$ cat config.mk
export PLATFORM = sky130hd
export DESIGN_NAME = cpu_step_sequencer
export DESIGN_NICKNAME = d
export VERILOG_FILES = /design/src/rtl/cpu_step_sequencer_pkg.sv /design/src/rtl/cpu_step_sequencer_bus_timeout_counter.sv /design/src/rtl/cpu_step_sequencer.sv
export SDC_FILE = /design/constraint.sdc
export NUM_CORES = 1
export LEC_CHECK = 0
export ABC_AREA = 1
export BUFFER_PORTS_ARGS = -buffer_cell sky130_fd_sc_hd__buf_2
export CORE_MARGIN = 2
export CORE_UTILIZATION = 47
export CTS_CLUSTER_DIAMETER = 150
export DETAILED_ROUTE_END_ITERATION = 12
export PLACE_DENSITY = 0.75
export SYNTH_ARGS = -nofsm -noshare
export SYNTH_HDL_FRONTEND = slang
export SYNTH_SLANG_ARGS = --single-unit
$ cat constraint.sdc
create_clock -name clk -period 1.6 [get_ports clk]
set_input_delay 0.24 -clock clk [delete_from_list [all_inputs] [get_ports clk]]
set_output_delay 0.24 -clock clk [all_outputs]
set_load 0.05 [all_outputs]
$ cat src/rtl/cpu_step_sequencer_pkg.sv
// Shared types and constants for the micro-step sequencer and its helpers.
`timescale 1ns/1ps

package cpu_step_sequencer_pkg;

    localparam int unsigned STEP_W = 3;
    localparam logic [STEP_W-1:0] STEP_LAST = 3'd7;

    typedef enum logic [1:0] {
        StRun,
        StWaitMem,
        StHalt,
        StFault
    } seq_state_e;

    localparam logic [1:0] FAULT_NONE     = 2'b00;
    localparam logic [1:0] FAULT_STEP_OVR = 2'b01;
    localparam logic [1:0] FAULT_BUS_TO   = 2'b10;

endpackage

$ cat src/rtl/cpu_step_sequencer_bus_timeout_counter.sv
// Wait-cycle counter for a bus handshake; flags the cycle in which the limit is reached.
`timescale 1ns/1ps

module bus_timeout_counter #(
    parameter int unsigned TIMEOUT  = 255,
    parameter int unsigned TO_WIDTH = 8
) (
    input  logic clk,
    input  logic rst_n,
    input  logic clr,
    input  logic en,
    output logic expired
);

    logic [TO_WIDTH-1:0] count_q;

    always_ff @(posedge clk or negedge rst_n) begin
        if (!rst_n) begin
            count_q <= '0;
        end else if (clr) begin
            count_q <= '0;
        end else if (en) begin
            count_q <= count_q + 1'b1;
        end
    end

    // High during the TIMEOUT-th enabled cycle, i.e. the count would reach TIMEOUT now.
    assign expired = en && (count_q == TO_WIDTH'(TIMEOUT - 1));

endmodule

$ cat src/rtl/cpu_step_sequencer.sv
// Micro-step sequencer: advances the decoder step per commit, owns the memory handshake,
// debug halt/single-step at instruction boundaries and sticky fault detection.
`timescale 1ns/1ps

module cpu_step_sequencer
    import cpu_step_sequencer_pkg::*;
#(
    parameter int unsigned DATA_WIDTH = 8,
    parameter int unsigned TIMEOUT    = 255,
    parameter int unsigned TO_WIDTH   = 8
) (
    input  logic                  clk,
    input  logic                  rst_n,
    output logic [STEP_W-1:0]     dec_step_o,
    input  logic                  dec_reset_state_i,
    input  logic                  dec_mem_rd_i,
    input  logic                  dec_mem_wr_i,
    output logic                  commit_o,
    output logic                  instr_done_o,
    output logic                  bus_req_o,
    output logic                  bus_we_o,
    input  logic                  bus_ready_i,
    input  logic [DATA_WIDTH-1:0] bus_rdata_i,
    output logic [DATA_WIDTH-1:0] mem_rdata_o,
    input  logic                  halt_i,
    input  logic                  step_i,
    output logic                  halted_o,
    output logic                  fault_o,
    output logic [1:0]            fault_code_o
);

    seq_state_e             state_q, state_d;
    logic [STEP_W-1:0]      step_q, step_d;
    logic [DATA_WIDTH-1:0]  mem_rdata_q, mem_rdata_d;
    logic [1:0]             fault_code_q, fault_code_d;
    logic                   instr_done_q, instr_done_d;
    logic                   bypass_q, bypass_d;
    logic                   wait_we_q, wait_we_d;

    logic mem;
    logic commit, req, we, halted;
    logic to_en, to_clr, to_expired;

    assign mem = dec_mem_rd_i | dec_mem_wr_i;

    bus_timeout_counter #(
        .TIMEOUT  (TIMEOUT),
        .TO_WIDTH (TO_WIDTH)
    ) u_timeout (
        .clk     (clk),
        .rst_n   (rst_n),
        .clr     (to_clr),
        .en      (to_en),
        .expired (to_expired)
    );

    always_comb begin
        state_d      = state_q;
        step_d       = step_q;
        mem_rdata_d  = mem_rdata_q;
        fault_code_d = fault_code_q;
        instr_done_d = 1'b0;
        bypass_d     = bypass_q;
        wait_we_d    = wait_we_q;
        commit       = 1'b0;
        req          = 1'b0;
        we           = 1'b0;
        halted       = 1'b0;
        to_en        = 1'b0;
        to_clr       = 1'b0;

        unique case (state_q)
            StRun: begin
                if (step_q == '0 && halt_i && !bypass_q) begin
                    state_d = StHalt;
                end else if (mem) begin
                    req = 1'b1;
                    we  = dec_mem_wr_i;
                    if (bus_ready_i) begin
                        commit = 1'b1;
                    end else begin
                        state_d   = StWaitMem;
                        wait_we_d = dec_mem_wr_i;
                        to_clr    = 1'b1;
                    end
                end else begin
                    commit = 1'b1;
                end
            end
            StWaitMem: begin
                // Decoder mem flags are ignored here; the latched direction keeps the bus stable.
                req   = 1'b1;
                we    = wait_we_q;
                to_en = 1'b1;
                if (bus_ready_i) begin
                    commit  = 1'b1;
                    state_d = StRun;
                    to_clr  = 1'b1;
                end else if (to_expired) begin
                    state_d      = StFault;
                    fault_code_d = FAULT_BUS_TO;
                end
            end
            StHalt: begin
                halted = 1'b1;
                if (!halt_i) begin
                    state_d = StRun;
                end else if (step_i) begin
                    state_d  = StRun;
                    bypass_d = 1'b1;
                end
            end
            StFault: begin
            end
            default: begin
                state_d = StFault;
            end
        endcase

        if (commit) begin
            if (req && !we) begin
                mem_rdata_d = bus_rdata_i;
            end
            if (step_q == '0) begin
                bypass_d = 1'b0;
            end
            if (dec_reset_state_i) begin
                step_d       = '0;
                instr_done_d = 1'b1;
            end else if (step_q == STEP_LAST) begin
                state_d      = StFault;
                fault_code_d = FAULT_STEP_OVR;
            end else begin
                step_d = step_q + 1'b1;
            end
        end
    end

    always_ff @(posedge clk or negedge rst_n) begin
        if (!rst_n) begin
            state_q      <= StRun;
            step_q       <= '0;
            mem_rdata_q  <= '0;
            fault_code_q <= FAULT_NONE;
            instr_done_q <= 1'b0;
            bypass_q     <= 1'b0;
            wait_we_q    <= 1'b0;
        end else begin
            state_q      <= state_d;
            step_q       <= step_d;
            mem_rdata_q  <= mem_rdata_d;
            fault_code_q <= fault_code_d;
            instr_done_q <= instr_done_d;
            bypass_q     <= bypass_d;
            wait_we_q    <= wait_we_d;
        end
    end

    // Combinational outputs are forced low while reset is asserted, even mid-transaction.
    assign commit_o     = commit & rst_n;
    assign bus_req_o    = req & rst_n;
    assign bus_we_o     = we & rst_n;
    assign halted_o     = halted & rst_n;
    assign dec_step_o   = step_q;
    assign instr_done_o = instr_done_q;
    assign mem_rdata_o  = mem_rdata_q;
    assign fault_o      = (state_q == StFault);
    assign fault_code_o = fault_code_q;

endmodule

# Word level (Yosys, flattened, before mapping)
# Cells that the tools add are included.
# classes
reduce_logical	12
addsub	2
mux	44
n_eq_ne	6
bitwise	7
# ops
op	n
2-bit 2-to-1 mux	16
1-bit 2-to-1 mux	19
8-bit 2-to-1 mux	2
8-bit by 1-bit adder with 8-bit output (second input constant)	1
8-bit == test (second input constant)	1
1-bit one-hot mux with 2 select lines	4
3-bit 2-to-1 mux	2
2-bit one-hot mux with 3 select lines	1
1-bit bitwise AND	4
2-bit == test (second input constant)	2
1-bit logical AND	4
2-bit AND reduction	2
4-bit AND reduction	1
3-bit by 1-bit adder with 3-bit output (second input constant)	1
3-bit == test (second input constant)	1
3-bit logical NOT	1
2-bit by 1-bit == test with 1-bit output (second input constant)	1
1-bit logical NOT	2
2-bit logical NOT	1
2-bit != test (second input constant)	1
1-bit inverter	2
2-bit nonzero test	1
1-bit bitwise OR	1
# totals
inputBits	16
elab_cells	79
out_inout_bits	19
regBits	26

# Longest topological paths before layout
# Gate-level depths: netlist of run 1.
# depth
ltp_word	9
mapped_depth	11
mapped_depth_nobuf	11

# By module
# A second synthesis of run 1 with hierarchy kept.
# hier_totals
cells_unflattened	183
hier_area_um2	1423.9
# modules_own_cells
mod	instances	cells_per_inst	area_each_um2	seq_area_each_um2
cpu_step_sequencer	1	119	949.7	450.4
bus_timeout_counter	1	64	474.2	200.2

# Worst setup path after synthesis of run 1
# No wires, ideal clock.
# synth_timing
path_type	reg-to-output
start	reg step_q[0] (netlist: dec_step_o[0])
end	out commit_o
required_ns	1.360
path_slack_ns	-0.949
path_buffers	1
path_stages_with_launch	11
arrival_time_ns	2.309
path_cell_list	dfrtp_1 inv_1 ha_1 inv_1 nor2_2 nand2_1 nand3_1 nand2_4 buf_6 inv_1 nor2_1
# synth_between
elab_chain_cells	6
# synth_rtl
item	line	source
start: declaration	cpu_step_sequencer.sv:33	logic [STEP_W-1:0] step_q, step_d;
start signal: assignment	cpu_step_sequencer.sv:150	step_q <= step_d;
3-bit logical NOT	cpu_step_sequencer.sv:74	if (step_q == '0 && halt_i && !bypass_q) begin
1-bit logical AND (2 in series)	cpu_step_sequencer.sv:74	
1-bit 2-to-1 mux	cpu_step_sequencer.sv:74	
1-bit one-hot mux with 2 select lines	cpu_step_sequencer.sv:72	unique case (state_q)
1-bit bitwise AND	cpu_step_sequencer.sv:160	assign commit_o = commit & rst_n;
end: declaration	cpu_step_sequencer.sv:18	output logic commit_o,
# Every way passes these cells.

# Worst setup path in the final report of run 1
# Ends and elaborated chain as after synthesis.

==> run_results.csv, run 1 <==
group,metric,value,unit
worst_setup_path,cp.required,1.36,ns
grt,grt_pass1_wl,5200,um
synthesis,synth_common_cells,"43 x nand2_1, 26 x dfrtp_1, 21 x inv_1",
synthesis,synth_most_common_cell,"nand2_1",
clock_tree,clock-sinks,26,
layout,drive_above_1_share,0.385,
drt,met2_wirelength,1490,um
worst_setup_path,cp_max_fo,4,
sta,tightestPinTransition,0.400,ns
synthesis,ys_types,24,
grt,grt_usage,0.196,
drt,wl,3050,um
worst_setup_path,start_kind,"flip-flop",
drt,m1WireLength,1330,um
min_path,hold_path.class,"input pin to flip-flop",
grt,grt_pass1_vias,1169,
clock_tree,cts_max_path_buffers,2,
power,p_per_area,2040,nW/um2
sta,finalSetupViolCount,3,
sta,max_freq,549,MHz
power,leakage,1.01,nW
drt,via_count,1276,
die,core,2810,um2
synthesis,synth_top_area_frac,0.462,
grt,grt_overflow,0,
clock_tree,insertion_delay,0.32,ns
die,fp.dieW,58.7,um
placed_design,io_buffers,34,
clock_tree,clkTransAtPathRegs,0.14,ns
sta,period_minus_slack,1.82,ns
die,rows,19,
synthesis,synth_area_per_cell,8.38,um2
die,die-area,3450,um2
synthesis,yosys_most_used_dff,"dfrtp_1",
sta,setup_ws,-0.222,ns
drt,highest_layer,"met4",
synthesis,ys_seq_area_frac,0.462,
power,ir_drop,1580,uV
run_status,violations,"DRC, setup timing",
placed_design,dp.final_hpwl,2240,um
clock_tree,htree_levels,1,
sta,whs,0.139,ns
flow_run,drv_cap,0,
synthesis,syn_area,1410,um2
worst_setup_path,arrival,1.58,ns
clock_tree,numCtsBuffers,3,
drt,drt-initial-drc-count,72,
power,fin_total_pwr,0.00381,W
grt,grt_max_degree,27,
sta,rsz0062_at_grt,"true",
worst_setup_path,endpoint_kind,"output port",
sta,max-slew-margin-rel,0.731,
synthesis,ys_top_cells_by_area,"dfrtp_1 46%, nand2_1 11%, nand3_1 6.4%",
drt,drc,2,
layout,nFillCells,244,
sta,skew,0.00666,ns
worst_setup_path,critical_path_class,"flip-flop to output port",
grt,grt_antenna_before_repair,0,
clock_tree,cts-root-buf,"clkbuf_4",
sta,period_share,1.14,
layout,multi_input_area,743,um2
drt,wl_per_cell,12.3,um
synthesis,synth_nets,189,
layout,area_delta_synth_final,33.0,%
drt,via_per_inst,5.12,
sta,slew_viol_final,0,
drt,drtPass1Iterations,8,
synthesis,synth-edff-count,0,
drt,ant_nets,0,
die,start_util,0.502,
run_status,status,"finished with violations",
die,io_pins,35,
layout,nNetsFinal,240,
placed_design,gp_congestion,0.792,
synthesis,synth_cells,168,
layout,seq_area,656,um2
layout,n_antenna_cell,0,
drt,met3_length,208,um
synthesis,yosys_warnings,0,
synthesis,yosysTopAreaCell,"dfrtp_1",
synthesis,synthArstFlopShare,1.00,
die,die_h,58.7,um
clock_tree,cts_tree,"done",
sta,finalHoldViolations,0,
synthesis,ys_seq_elements,26,
-- state kept, by name, summed over array words and instances, names as in the netlist --
register	flops
mem_rdata_o	8
u_timeout.count_q	8
dec_step_o	3
fault_code_o	2
state_q	2
bypass_q	1
instr_done_o	1
wait_we_q	1
-- worst max-delay path, cell delays in order (launching register included) --
cell,delay (ns)
dfrtp_2,0.43
inv_2,0.07
ha_4,0.12
inv_2,0.04
nor2_4,0.11
nand2_4,0.10
nand3_4,0.08
nand2_4,0.06
inv_4,0.06
nor2_4,0.03
buf_8,0.15
-- cells by family (layout without fill, tap and decap cells) --
kind of cell | after synthesis | after routing | share of synthesized area
DFF | 26 | 26 | 0.462
AOI/OAI and AO/OA | 16 | 16 | 0.0764
and+or+nand+nor | 92 | 93 | 0.316
xor gates and xnor gates | 4 | 4 | 0.0249
adders and majority gates | 5 | 5 | 0.0444
buffers and inverters | 25 | 74 | 0.0756
-- layout by cell type (no fill, tap or decap), drive strengths merged --
master	synthesis	routed
nor3	4	4
clkbuf	0	5
a31oi	1	1
nand2	49	49
nand4	3	3
a41oi	1	1
o21ai	9	9
nor2	17	18
nand3	19	19
dfrtp	26	26
buf	1	44
a22oi	1	1
inv	24	24
a21oi	4	4
ha	5	5
dlygate4sd3	0	1
xor2	4	4
-- path summary, 6_finish.rpt --
path / cells after the start / slack (ns) / startpoint / endpoint
max in group asynchronous: 4 / 0.92 / rst_n / state_q[0]
worst max-delay path: 10 / -0.22 / dec_step_o[0] / commit_o
worst max register to register: 11 / 0.02 / dec_step_o[0] / mem_rdata_o[6]
worst min-delay path: 3 / 0.14 / bus_rdata_i[1] / mem_rdata_o[1]
min in group asynchronous: 4 / 0.51 / rst_n / state_q[1]
worst min register to register: 2 / 0.49 / mem_rdata_o[5] / mem_rdata_o[5]
-- area by class of cell --
type | count | share of cell area
clock buffer | 4 | 0.0194
inverter | 24 | 0.0521
multi-input combinational | 118 | 0.397
sequential | 26 | 0.350
tap | 31 | 0.0207
timing repair buffer | 46 | 0.160
-- report_power, final --
group          total, W  internal, W  switching, W
sequential      0.00106     0.000886      0.000172
clock          0.000330     0.000139      0.000191
combinational   0.00243     0.000790       0.00164
total           0.00381      0.00182       0.00200
-- routing by layer --
| metal | global-route usage | vias to the layer above |
|---|---|---|
| li1 | - | 645 |
| met3 | 0.0396 | 4 |
| met5 | 0 | - |
| met2 | 0.313 | 46 |
| met1 | 0.275 | 581 |
| met4 | 0.0487 | 0 |
-- metrics by stage --
step,worst slack (ns),area [um2],TNS [ns],util,instances
2_1_floorplan,-0.264,1470,-0.893,-,168
4_1_cts,-0.248,1840,-0.927,0.655,247
3_3_place_gp,0.0436,1720,0,0.612,238
6_report,-0.222,1870,-0.636,0.667,249
3_5_place_dp,0.00597,1720,0,0.612,238
5_1_grt,-0.316,1870,-1.75,0.667,249
-- what timing repair did --
| action | 4_1_cts | 5_1_grt |
|---|---|---|
| setup endpoints to repair | 10 | 22 |
| resized for setup | 8 | 6 |
| pin swaps | 4 | 5 |
| gates cloned | 0 | 1 |
| hold buffers | 2 | 0 |
| endpoints found under the hold margin | 26 | 0 |
| buffers inserted | 3 | 2 |
Note: power is estimated with default switching activity, not from simulation.
==> inputs of run 2 (changes only) <==
PLACE_DENSITY = 0.74   (was 0.75)
SYNTH_HIERARCHICAL = 1   (was default)
==> run 2 against run 1 <==
Against the previous run:
- the flow finishes with violations (setup timing)
- non-clock buffer count rose by 16
- critical path depth down 1
- global-route usage grew 3.4 points
- combinational power rose by 25%
- sequential share of layout area fell by 4.0 points
- clock-buffer cell count down 1
- sequential cell count stayed put
- total power up 19%
- register-to-register slack got worse by 0.18 ns
- worst hold slack worse by 0.0032 ns
- synthesized cell count is 8.9% higher
- critical path type unchanged
- critical endpoint is now bus_req_o
- largest power group unchanged
==> run_results.csv, run 2 <==
group,metric,value,unit
run_status,status,"finished with violations",
run_status,violations,"setup timing",
grt,grt_max_degree,27,
worst_setup_path,r2r-start,"dec_step_o[1]",
placed_design,io_buffers,34,
min_path,worstHoldEndpoint,"mem_rdata_o[1]",
synthesis,ys_top_cells_by_area,"dfrtp_1 46%, nand2_1 16%, nand3_1 7.0%",
sta,finalHoldViolations,0,
die,start_util,0.503,
layout,final_common_cell,"nand2_1",
synthesis,synth_top_area_frac,0.457,
min_path,min_from,"bus_rdata_i[1]",
synthesis,synthArstFlopShare,1.00,
sta,period_share,1.21,
clock_tree,cts_max_path_buffers,2,
clock_tree,cts_tree,"done",
synthesis,synth_xor_area_frac,0,
drt,wl,3790,um
sta,max-slew-margin-rel,0.761,
sta,setup_tns,-2.65,ns
synthesis,synth_mux_area_frac,0,
grt,grt_antenna_before_repair,0,
worst_setup_path,start_kind,"flip-flop",
synthesis,synth_nets,204,
sta,whs,0.136,ns
min_path,hold_depth,3,
die,fp.dieW,59.0,um
die,io_pins,35,
layout,drive_above_1_share,0.460,
synthesis,yosys.area_share.simple,0.379,
clock_tree,clock-sinks,26,
clock_tree,cts-root-buf,"clkbuf_4",
synthesis,synth-edff-count,0,
sta,max_freq,518,MHz
sta,rsz0062_at_grt,"true",
sta,finalSetupViolCount,21,
synthesis,synthAdderAreaFrac,0.0439,
placed_design,dp.final_hpwl,2470,um
synthesis,yosysTopAreaCell,"dfrtp_1",
synthesis,synth_common_cells,"59 x nand2_1, 26 x dfrtp_1, 23 x nor2_1",
sta,slew_viol_final,0,
worst_setup_path,endpoint_kind,"output port",
worst_setup_path,r2r_slack,-0.16,ns
worst_setup_path,arrival,1.69,ns
clock_tree,htree_levels,1,
drt,via_count,1466,
placed_design,gp_congestion,0.830,
sta,skew,0.00305,ns
power,ir_drop,1250,uV
drt,via_per_inst,5.25,
grt,grt_usage,0.230,
synthesis,synth_most_common_cell,"nand2_1",
clock_tree,numCtsBuffers,3,
die,die-area,3490,um2
clock_tree,insertion_delay,0.32,ns
worst_setup_path,timing.rr.end,"u_timeout/count_q[1]",
synthesis,ys_seq_elements,26,
drt,drtPass1Iterations,4,
worst_setup_path,critical_path_class,"flip-flop to output port",
grt,grt_overflow,0,
synthesis,synth_cells,183,
synthesis,synth_top_family_by_area,"simple AND/OR/NAND/NOR gates",
drt,drt-initial-drc-count,65,
power,leakage,1.15,nW
grt,grt_pass1_wl,6130,um
die,die_h,59.0,um
drt,ant_nets,0,
flow_run,drv_cap,0,
layout,final_cell_mix,"48 x nand2_1, 29 x buf_2, 22 x dfrtp_1",
die,core,2830,um2
sta,setup_ws,-0.329,ns
sta,period_minus_slack,1.93,ns
worst_setup_path,cp.required,1.36,ns
drt,wl_per_cell,13.6,um
synthesis,ys_seq_area_frac,0.457,
synthesis,yosys_warnings,6,
grt,grt_pass1_vias,1393,
layout,nNetsFinal,270,
die,rows,19,
worst_setup_path,cp_max_fo,3,
synthesis,syn_area,1420,um2
synthesis,synth_area_per_cell,7.78,um2
power,p_per_area,2150,nW/um2
synthesis,synth_compound_area_frac,0.0545,
sta,tightestPinTransition,0.359,ns
clock_tree,clkTransAtPathRegs,0.15,ns
layout,n_antenna_cell,0,
layout,area_delta_synth_final,48.6,%
worst_setup_path,cp-startpoint,"dec_step_o[1]",
worst_setup_path,worst_r2r_path_depth,14,
min_path,hold_path.class,"input pin to flip-flop",
synthesis,ys_types,22,
drt,drc,0,
synthesis,yosys_most_used_dff,"dfrtp_1",
## run 2: cell families after synthesis
kind of cell,Yosys count
simple gates,117
buf+inv,23
flops,26
compound gates,12
fa+ha+maj,5
## run 2: layout make-up
class | instances | area [um2]
clock buffers | 3 | 22.5
clock inverters | 1 | 30.0
fillers | 206 | 713
inverters | 22 | 90.1
multi-input cells | 134 | 825
flip-flops and latches | 26 | 656
well taps | 31 | 38.8
repair buffers | 62 | 454
## run 2: where the power goes
group	internal, W	switching (W)	leakage, nW
clock network	0.000253	0.000204	0.0279
registers	0.000884	0.000176	0.336
logic	0.00119	0.00184	0.788
## run 2: what timing repair did
item,in CTS,in global routing
pin swaps,9,6
gates resized for setup,29,20
setup buffers,12,3
setup endpoints to repair,24,27
gates cloned,0,0
hold buffers,1,0
endpoints found under the hold margin,26,0
## run 2: worst max-delay path by stage
stage	end	cells after the start	slack (ns)
6_report	bus_req_o	9	-0.33
2_1_floorplan	commit_o	10	-0.40
5_1_grt	bus_req_o	9	-0.42
3_5_place_dp	u_timeout/count_q[6]	13	-0.18
3_3_place_gp	u_timeout/count_q[1]	13	-0.10
4_1_cts	commit_o	10	-0.30
## run 2: routing by layer
layer,GRT usage,part of all wire
met1,0.290,0.41
met2,0.403,0.53
met3,0.0546,0.043
met4,0.0455,0.013
met5,0,0
## run 2: critical path, stage by stage (launching register included)
cell     delay, ns
dfrtp_2       0.44
inv_2         0.08
ha_4          0.12
inv_2         0.04
nor2_4        0.11
nand2_4       0.09
a21oi_1       0.16
buf_4         0.15
nor2_4        0.03
buf_6         0.16
## run 2: stage by stage
step / power, W / instance area, um2 / instances / utilization / setup slack [ns]
final: 0.00455 / 2120 / 279 / 0.748 / -0.329
after global routing: 0.00485 / 2120 / 279 / 0.748 / -0.419
after CTS: 0.00428 / 2020 / 276 / 0.714 / -0.304
after detailed placement: 0.00343 / 1790 / 261 / 0.633 / -0.181
after global placement: 0.00339 / 1790 / 261 / 0.633 / -0.104
after floorplan: 0.00270 / 1480 / 183 / - / -0.404
